[src/rtl/uart_tx_sched.sv]
// uart_tx_sched
// Round-robin scheduler that shares one 11-bit-frame UART transmitter
// (start, 8 data bits LSB first, parity, stop) between NUM_REQ byte sources.
// It captures the winning byte and its parity, drives send/data/parity to the
// serializer, follows the serializer's active flag to detect the end of the
// frame, and pulses a per-requester done.
//
// Optional build macro: UART_TX_SCHED_WDOG_EN
//   When defined, a 5-bit watchdog aborts a transfer that stays in START for
//   more than 4 cycles or in XMIT for more than 14 cycles: it pulses err and
//   done[owner], drops tx_send and goes to GAP. When undefined, START/XMIT wait
//   indefinitely and err is constant 0.
module uart_tx_sched #(
  parameter int NUM_REQ    = 4,
  parameter int PARITY_ODD = 0,
  parameter int GAP_CYCLES = 1
) (
  input  logic                 baud_clk,
  input  logic                 reset_n,
  input  logic [NUM_REQ-1:0]   req,
  input  logic [8*NUM_REQ-1:0] req_data,
  output logic [NUM_REQ-1:0]   ack,
  output logic [NUM_REQ-1:0]   done,
  output logic                 busy,
  output logic                 tx_send,
  output logic [7:0]           tx_data,
  output logic                 tx_parity,
  input  logic                 tx_active,
  input  logic                 tx_done,
  output logic                 err
);

  // Pointer width; at least one bit so NUM_REQ = 1 still elaborates.
  localparam int PTR_W = (NUM_REQ > 1) ? $clog2(NUM_REQ) : 1;
  localparam logic [PTR_W:0]     NUM_REQ_W = (PTR_W+1)'(NUM_REQ);
  localparam logic [NUM_REQ-1:0] ONE_HOT_0 = NUM_REQ'(32'd1);
  localparam logic               PAR_ODD   = (PARITY_ODD != 0);
  localparam logic [3:0]         GAP_LAST  = (GAP_CYCLES > 0) ? 4'(GAP_CYCLES - 1) : 4'd0;

  typedef enum logic [1:0] {
    ST_IDLE  = 2'd0,
    ST_START = 2'd1,
    ST_XMIT  = 2'd2,
    ST_GAP   = 2'd3
  } state_t;

  // Where a finished or aborted frame goes next.
  localparam state_t POST_ST = (GAP_CYCLES > 0) ? ST_GAP : ST_IDLE;

  state_t               state_q, state_d;
  logic [PTR_W-1:0]     rr_q, rr_d;
  logic [PTR_W-1:0]     owner_q, owner_d;
  logic [3:0]           gap_cnt_q, gap_cnt_d;
  logic [NUM_REQ-1:0]   ack_q, ack_d;
  logic [NUM_REQ-1:0]   done_q, done_d;
  logic                 busy_q, busy_d;
  logic                 tx_send_q, tx_send_d;
  logic [7:0]           tx_data_q, tx_data_d;
  logic                 tx_parity_q, tx_parity_d;

  logic                 grant_found_s;
  logic [PTR_W-1:0]     grant_idx_s;
  logic [PTR_W:0]       cand_sum_s;
  logic [PTR_W:0]       cand_s;
  logic                 hit_s;
  logic [7:0]           win_data_s;
  logic                 win_parity_s;
  logic [PTR_W:0]       rr_inc_s;
  logic [PTR_W-1:0]     rr_next_s;
  logic                 wdog_abort_s;

  // tx_done stays high after a frame, so sequencing relies on tx_active only.
  logic                 unused_tx_done_s;
  assign unused_tx_done_s = tx_done;

  // Parity of a captured byte: even = XOR of the bits, odd = its inverse.
  function automatic logic frame_parity(input logic [7:0] data, input logic odd);
    frame_parity = (^data) ^ odd;
  endfunction

  // Round-robin search: first requester at or after the rr pointer, with wrap
  always_comb begin
    grant_found_s = 1'b0;
    grant_idx_s   = '0;
    cand_sum_s    = '0;
    cand_s        = '0;
    hit_s         = 1'b0;
    for (int i = 0; i < NUM_REQ; i++) begin
      cand_sum_s    = {1'b0, rr_q} + (PTR_W+1)'(i);
      cand_s        = (cand_sum_s >= NUM_REQ_W) ? (cand_sum_s - NUM_REQ_W) : cand_sum_s;
      hit_s         = !grant_found_s && req[cand_s[PTR_W-1:0]];
      grant_idx_s   = hit_s ? cand_s[PTR_W-1:0] : grant_idx_s;
      grant_found_s = grant_found_s | hit_s;
    end
  end

  // Winner's byte, its parity and the pointer value just past the winner
  always_comb begin
    win_data_s   = req_data[{grant_idx_s, 3'b000} +: 8];
    win_parity_s = frame_parity(win_data_s, PAR_ODD);
    rr_inc_s     = {1'b0, grant_idx_s} + {{PTR_W{1'b0}}, 1'b1};
    if (rr_inc_s == NUM_REQ_W) begin
      rr_next_s = '0;
    end else begin
      rr_next_s = rr_inc_s[PTR_W-1:0];
    end
  end

`ifdef UART_TX_SCHED_WDOG_EN
  localparam logic [4:0] WDOG_START_LAST = 5'd4;
  localparam logic [4:0] WDOG_XMIT_LAST  = 5'd14;

  logic [4:0] wdog_cnt_q, wdog_cnt_d;
  logic       err_q, err_d;

  // Abort only when the normal exit condition has not arrived in time
  always_comb begin
    case (state_q)
      ST_START: wdog_abort_s = !tx_active && (wdog_cnt_q >= WDOG_START_LAST);
      ST_XMIT:  wdog_abort_s = tx_active && (wdog_cnt_q >= WDOG_XMIT_LAST);
      default:  wdog_abort_s = 1'b0;
    endcase
  end

  // Dwell counter for START/XMIT, cleared on every state change
  always_comb begin
    err_d = wdog_abort_s;
    if (state_d != state_q) begin
      wdog_cnt_d = 5'd0;
    end else if ((state_q == ST_START) || (state_q == ST_XMIT)) begin
      wdog_cnt_d = wdog_cnt_q + 5'd1;
    end else begin
      wdog_cnt_d = 5'd0;
    end
  end

  // Watchdog registers
  always_ff @(posedge baud_clk or negedge reset_n) begin
    if (!reset_n) begin
      wdog_cnt_q <= 5'd0;
      err_q      <= 1'b0;
    end else begin
      wdog_cnt_q <= wdog_cnt_d;
      err_q      <= err_d;
    end
  end

  assign err = err_q;
`else
  assign wdog_abort_s = 1'b0;
  assign err          = 1'b0;
`endif

  // Scheduler FSM: next state and next values of all registered outputs
  always_comb begin
    state_d     = state_q;
    rr_d        = rr_q;
    owner_d     = owner_q;
    gap_cnt_d   = gap_cnt_q;
    tx_send_d   = tx_send_q;
    tx_data_d   = tx_data_q;
    tx_parity_d = tx_parity_q;
    ack_d       = '0;
    done_d      = '0;
    case (state_q)
      ST_IDLE: begin
        if (grant_found_s) begin
          owner_d     = grant_idx_s;
          rr_d        = rr_next_s;
          tx_data_d   = win_data_s;
          tx_parity_d = win_parity_s;
          ack_d       = ONE_HOT_0 << grant_idx_s;
          tx_send_d   = 1'b1;
          state_d     = ST_START;
        end else begin
          tx_send_d   = 1'b0;
        end
      end
      ST_START: begin
        // The serializer samples send only while idle, so holding it is safe.
        if (tx_active) begin
          tx_send_d = 1'b0;
          state_d   = ST_XMIT;
        end else if (wdog_abort_s) begin
          tx_send_d = 1'b0;
          done_d    = ONE_HOT_0 << owner_q;
          gap_cnt_d = 4'd0;
          state_d   = POST_ST;
        end else begin
          tx_send_d = 1'b1;
        end
      end
      ST_XMIT: begin
        if (!tx_active) begin
          done_d    = ONE_HOT_0 << owner_q;
          gap_cnt_d = 4'd0;
          state_d   = POST_ST;
        end else if (wdog_abort_s) begin
          tx_send_d = 1'b0;
          done_d    = ONE_HOT_0 << owner_q;
          gap_cnt_d = 4'd0;
          state_d   = POST_ST;
        end else begin
          state_d   = ST_XMIT;
        end
      end
      ST_GAP: begin
        // Requests are ignored here; they are looked at again in IDLE.
        if (gap_cnt_q >= GAP_LAST) begin
          gap_cnt_d = 4'd0;
          state_d   = ST_IDLE;
        end else begin
          gap_cnt_d = gap_cnt_q + 4'd1;
        end
      end
      default: begin
        tx_send_d = 1'b0;
        gap_cnt_d = 4'd0;
        state_d   = ST_IDLE;
      end
    endcase
    busy_d = (state_d != ST_IDLE);
  end

  // State, pointer and output registers
  always_ff @(posedge baud_clk or negedge reset_n) begin
    if (!reset_n) begin
      state_q     <= ST_IDLE;
      rr_q        <= '0;
      owner_q     <= '0;
      gap_cnt_q   <= 4'd0;
      ack_q       <= '0;
      done_q      <= '0;
      busy_q      <= 1'b0;
      tx_send_q   <= 1'b0;
      tx_data_q   <= 8'd0;
      tx_parity_q <= 1'b0;
    end else begin
      state_q     <= state_d;
      rr_q        <= rr_d;
      owner_q     <= owner_d;
      gap_cnt_q   <= gap_cnt_d;
      ack_q       <= ack_d;
      done_q      <= done_d;
      busy_q      <= busy_d;
      tx_send_q   <= tx_send_d;
      tx_data_q   <= tx_data_d;
      tx_parity_q <= tx_parity_d;
    end
  end

  assign ack       = ack_q;
  assign done      = done_q;
  assign busy      = busy_q;
  assign tx_send   = tx_send_q;
  assign tx_data   = tx_data_q;
  assign tx_parity = tx_parity_q;

endmodule

[config.mk]
export PLATFORM = sky130hd
export DESIGN_NAME = uart_tx_sched
export DESIGN_NICKNAME = d
export VERILOG_FILES = /design/src/rtl/uart_tx_sched.sv
export SDC_FILE = /design/constraint.sdc
export NUM_CORES = 1
export LEC_CHECK = 0
export CORE_ASPECT_RATIO = 2
export CORE_UTILIZATION = 45
export DETAILED_ROUTE_END_ITERATION = 8
export PLACE_DENSITY = 0.82
export REMOVE_ABC_BUFFERS = 1
export SETUP_SLACK_MARGIN = 0.3
export SYNTH_ARGS = -nofsm -noshare
export SYNTH_HDL_FRONTEND = slang
export SYNTH_SLANG_ARGS = --single-unit
[constraint.sdc]
create_clock -name baud_clk -period 7.1 [get_ports baud_clk]
set_input_delay 1.42 -clock baud_clk [delete_from_list [all_inputs] [get_ports baud_clk]]
set_output_delay 1.42 -clock baud_clk [all_outputs]
set_load 0.01 [all_outputs]
==> results by group <==
Synthesis
  • Top cells by area, synth: dfrtp_1 (41%), nand2_1 (5.9%), nand3_1 (5.6%)
  • Mux share of post-synthesis cell area: 0.00654
  • Syn Inst Count: 161
  • Leading cell types by count after synthesis: dfrtp_1 (25), nand2_1 (24), nand3_1 (17), o21ai_0 (11), and3_1 (6)
  • Most frequent cell after synthesis: dfrtp_1
  • Library cells used by synthesis: 44
  • EDFF count, synth: 0
  • Compound-Gate Fraction of Synth Area: 0.239
  • Post-Synth Adder-Cell Area: 0.0327
  • Synthesized area per cell: 9.51 µm²
  • Yosys top cell by area: dfrtp_1
  • Synth Cell Area: 1530 µm²
  • Synth Area in XOR/XNOR: 0
  • Simple-gate share of the synthesized area: 0.264
  • Prevailing post-synth register cell: dfrtp_1
  • Asr flop ratio synth: 1.00
  • Area share of the largest cell type after synthesis: 0.408
  • Combinational family with the most area after synthesis: simple AND/OR/NAND/NOR gates
  • Warnings, synthesis: 0
  • Sequential area share after synthesis: 0.408
  • Register bit total from synthesis: 25

Route
  • Post-DRT Antenna Nets: 0
  • DRC Markers: 0
  • Initial DRC count: 42
  • Via density: 5.91
  • Final WL: 3590 µm
  • Pre-antenna DRT Iters: 4
  • Vias: 1455
  • Wire per inst: 14.6 µm

CTS
  • Clock latency on the worst-skew pair: 0.27 ns
  • Clock sinks: 25
  • Cts bufs inserted: 3
  • CTS clk-pin slew, worst paths: 0.08 ns
  • Buffer count from post-CTS setup fixing: 0
  • TritonCTS clock tree: done
  • CTS Buffer Depth: 2
  • Hold buffers post-CTS: 0
  • Htree depth: 1
  • Post-CTS sizing: 0
  • CTS root buf: clkbuf_8

GRT
  • Initial antenna violation count: 0
  • GRT Resource Usage Total: 0.208
  • Gr ovfl total: 0
  • Largest net degree at the start of global routing: 26
  • Global-route wire length before repair: 6070 µm
  • Number of global-route vias before repair: 1375

Setup path
  • CP Data Required Time: 7.24 ns
  • FF-to-FF Start: rr_q[1]
  • Crit start category: input port
  • Worst R2R Path Depth: 9
  • Crit path from: req[1]
  • Critical path class: in2reg
  • Worst Path Max Fanout: 12
  • Critical path arrival: 4.66 ns
  • Crit. End Element: flip-flop

Floorplan
  • Die width: 43.3 µm
  • Starting Density: 0.480
  • Core area: 3190 µm²
  • Row count: 29
  • I/O pins: 60
  • Die Y: 84.5 µm
  • Die area: 3650 µm²

STA
  • Worst slew pin tran: 1.09 ns
  • Unrepaired setup endpoints after global routing: false
  • Peak Freq: 0.221 GHz
  • Hold Violations, Final: 0
  • Setup Viol. Count Final: 0
  • Final Skew: 0.00120 ns
  • Final Cycle Share: 0.636
  • Relative slew slack: 0.267
  • Clock period minus worst slack: 4.52 ns
  • Count of pins over their slew limit: 0
  • Setup TNS: 0 ns

Status
  • Outcome: finished, final reports clean

Final layout
  • Layout cells sized above 1: 0.121
  • Fillers: 258
  • Area growth, synth to finish: 39.5%
  • Register area: 626 µm²
  • Final #Nets: 260
  • N_diodes: 0
  • Layout Cells excl Fill: 246
  • Design area: 2140 µm²
  • Area of the multi-input gates: 835 µm²

Run
  • MaxCap Viol Count: 0

Worst hold path
  • Worst Hold Launch: tx_data[5]
  • Worst hold path type: reg2reg
  • Hold path cells: 2

Place
  • GP Congestion: 0.858
  • DP Area: 2090 µm²
  • Post-DP HPWL: 2950 µm
  • Placed cell count: 242
  • I/O Buffers: 57

Power
  • Final Power: 0.764 mW
  • Leak Pwr: 0.933 nW
  • Max VDD drop: 206 µV
  • PwrDens: 358 nW/µm²
sequential cells by signal (all words and copies together) (netlist names):
signal / flops
ack: 4
busy: 1
done: 4
owner_q: 2
rr_q: 2
state_q: 2
tx_data: 8
tx_parity: 1
tx_send: 1
logic make-up (layout without fill, tap and decap cells):
group | after synthesis | after routing
mux | 1 | 1
flops | 25 | 25
fa+ha+maj | 4 | 4
simple gates | 73 | 73
other cells | 1 | 1
buf+inv | 12 | 66
compound gates | 45 | 45
power breakdown:
part / switching, mW / internal, mW
logic: 0.233 / 0.207
clock network: 0.0418 / 0.0402
registers: 0.0434 / 0.199
final timing paths:
path                                    to  slack [ns]
worst max-delay path             tx_parity        2.58
worst min-delay path            tx_data[5]        0.48
worst max register to register   tx_parity        3.92
worst min register to register  tx_data[5]        0.48
max in group asynchronous       tx_data[0]        4.76
min in group asynchronous           ack[0]        1.71
worst max-delay path, stage by stage:
cell	delay, ns
clkdlybuf4s50_1	0.60
inv_2	0.07
o211a_1	0.24
nor3_2	0.82
inv_2	0.28
a211oi_1	0.44
o211ai_1	0.17
a211o_1	0.30
a22oi_1	0.23
o31ai_2	0.09
layout make-up:
type                    count  area share
well taps                  31      0.0182
flip-flops and latches     25       0.293
multi-input cells         124       0.391
clock buffers               4      0.0211
repair buffers             57       0.267
inverters                   5     0.00996
layout by cell type (no fill, tap or decap), drive strengths merged, types with 5 or more instances in the layout:
| cell | Yosys | final |
|---|---|---|
| dfrtp | 25 | 25 |
| a211oi | 10 | 10 |
| nand3 | 20 | 20 |
| and3 | 8 | 8 |
| o31ai | 5 | 5 |
| inv | 5 | 5 |
| nand2 | 25 | 25 |
| clkdlybuf4s50 | 0 | 57 |
| o21ai | 11 | 11 |
metrics by stage:
stage	worst slack, ns	hold WS, ns	util
6_report	2.58	0.482	0.669
5_1_grt	2.45	0.525	0.669
4_1_cts	2.63	0.490	0.669
3_5_place_dp	2.34	0.469	0.655
3_3_place_gp	2.44	0.465	0.655
2_1_floorplan	3.47	0.458	-
metal layers:
metal | track usage | vias to the layer above | wire, µm
met3 | 0.0237 | 6 | 134
met2 | 0.383 | 59 | 2040
met5 | 0 | - | 0
li1 | - | 699 | -
met4 | 0.0854 | 0 | 63
met1 | 0.230 | 691 | 1350
(Power assumes the default switching activity.)
==> RTL edit (config.mk and constraints unchanged) <==
Build with the macro `UART_TX_SCHED_WDOG_EN` defined.
--- a/src/rtl/uart_tx_sched.sv
+++ b/src/rtl/uart_tx_sched.sv
@@ -10,6 +10,8 @@
 //   more than 4 cycles or in XMIT for more than 14 cycles: it pulses err and
 //   done[owner], drops tx_send and goes to GAP. When undefined, START/XMIT wait
 //   indefinitely and err is constant 0.
+`define UART_TX_SCHED_WDOG_EN
+
 module uart_tx_sched #(
   parameter int NUM_REQ    = 4,
   parameter int PARITY_ODD = 0,
Formal check against the unedited RTL: not equivalent (a bounded check fails within 10 cycles, from zero or initial values and one cycle with reset_n low).
==> RTL edit against the unedited design <==
  * Cell area is 21% higher
  * Largest power group unchanged
  * Largest cell class unchanged
  * First-iteration DRC count is 9.5% lower
  * Sequential cell count is 6 higher
  * Routed wire length is 19% higher
  * Total power is 29% higher
  * Utilization is 0.79 points lower
  * Synthesized area is 21% higher
  * Worst setup slack better by 0.24 ns
  * Synthesized cell count is 27% higher
==> RTL edit: results (changes against the unedited design) <==
Outcome
  • Status: completed (unchanged)

STA
  • Skew final: 0.00310 ns (was 0.00120 ns)
  • Tcrit/Tclk final: 60.3% (was 63.6%)
  • Slew Limit Headroom: 35.6% (was 26.7%)

Synthesis
  • Compound-Gate Fraction of Synth Area: 25.6% (was 23.9%)
  • Commonest cells post-synth: dfrtp_1, nand2_1, o21ai_0 (was dfrtp_1, nand2_1, nand3_1)
  • Mux cell area share after synthesis: 0% (was 0.654%)
  • Adder-Cell Fraction of Synth Area: 6.72% (was 3.27%)
  • Largest cells by area after synthesis: dfrtp_1, ha_1, o21ai_0 (was dfrtp_1, nand2_1, nand3_1)
  • Synth Area in XOR/XNOR: 1.41% (was 0%)
  • Distinct cell type count after synthesis: 42 (was 44)
  • Cells after synthesis: 205 (was 161)

Critical path
  • Slowest stage delay, CP: 0.53 ns (was 0.82 ns)
  • Worst r2r src: rr_q[0] (was rr_q[1])
  • Slowest CP cell: clkdlybuf4s50_1 (was nor3_2)

Placed design
  • DP HPWL: 3220 um (was 2950 um)
  • Area after DPL: 2480 sq um (was 2090 sq um)
  • Number of port buffers: 58 (was 57)

Final layout
  • Fillers: 373 (was 258)
  • Layout cells sized above 1: 6.79% (was 12.1%)
  • Multi-input logic area: 1000 sq um (was 835 sq um)

Routing
  • DR iter-0 viols: 38 (was 42)
  • WL met1: 1520 um (was 1350 um)
  • DR WL/cell: 13.5 um (was 14.6 um)
  • Routed WL: 4270 um (was 3590 um)
  • Wire length on met2: 2460 um (was 2040 um)

Global route
  • First-pass GRT wire length: 7180 um (was 6070 um)
  • Met3 Use GR: 5.26% (was 2.37%)
  • Met2 Resource Use GR: 38.5% (was 38.3%)

Pwr
  • VDD IR max: 239 uV (was 206 uV)
  • P_leak: 1.16 nW (was 0.933 nW)

Clock tree
  • CTS Buf Count: 5 (was 3)
-- RTL edit: final cells by class --
class,instances,area share [%]
clock buffers,6,3.18
clock inverters,2,1.35
inverters,13,1.88
multi-input cells,154,38.5
flip-flops and latches,31,29.9
well taps,51,2.46
repair buffers,59,22.7
-- RTL edit: power by group --
| part | switching [mW] | total, mW | internal, mW | leakage (nW) |
|---|---|---|---|---|
| registers | 0.0458 | 0.284 | 0.238 | 0.400 |
| logic | 0.282 | 0.520 | 0.238 | 0.698 |
| clock network | 0.0657 | 0.179 | 0.113 | 0.0612 |
-- RTL edit: worst min-delay path by stage --
stage	to	slack (ns)	cells after the start
final	tx_data[0]	0.48	2
after global routing	tx_data[3]	0.50	2
after CTS	tx_data[3]	0.48	2
after detailed placement	tx_data[3]	0.47	2
after global placement	tx_data[0]	0.47	2
after floorplan	wdog_cnt_q[0]	0.45	1
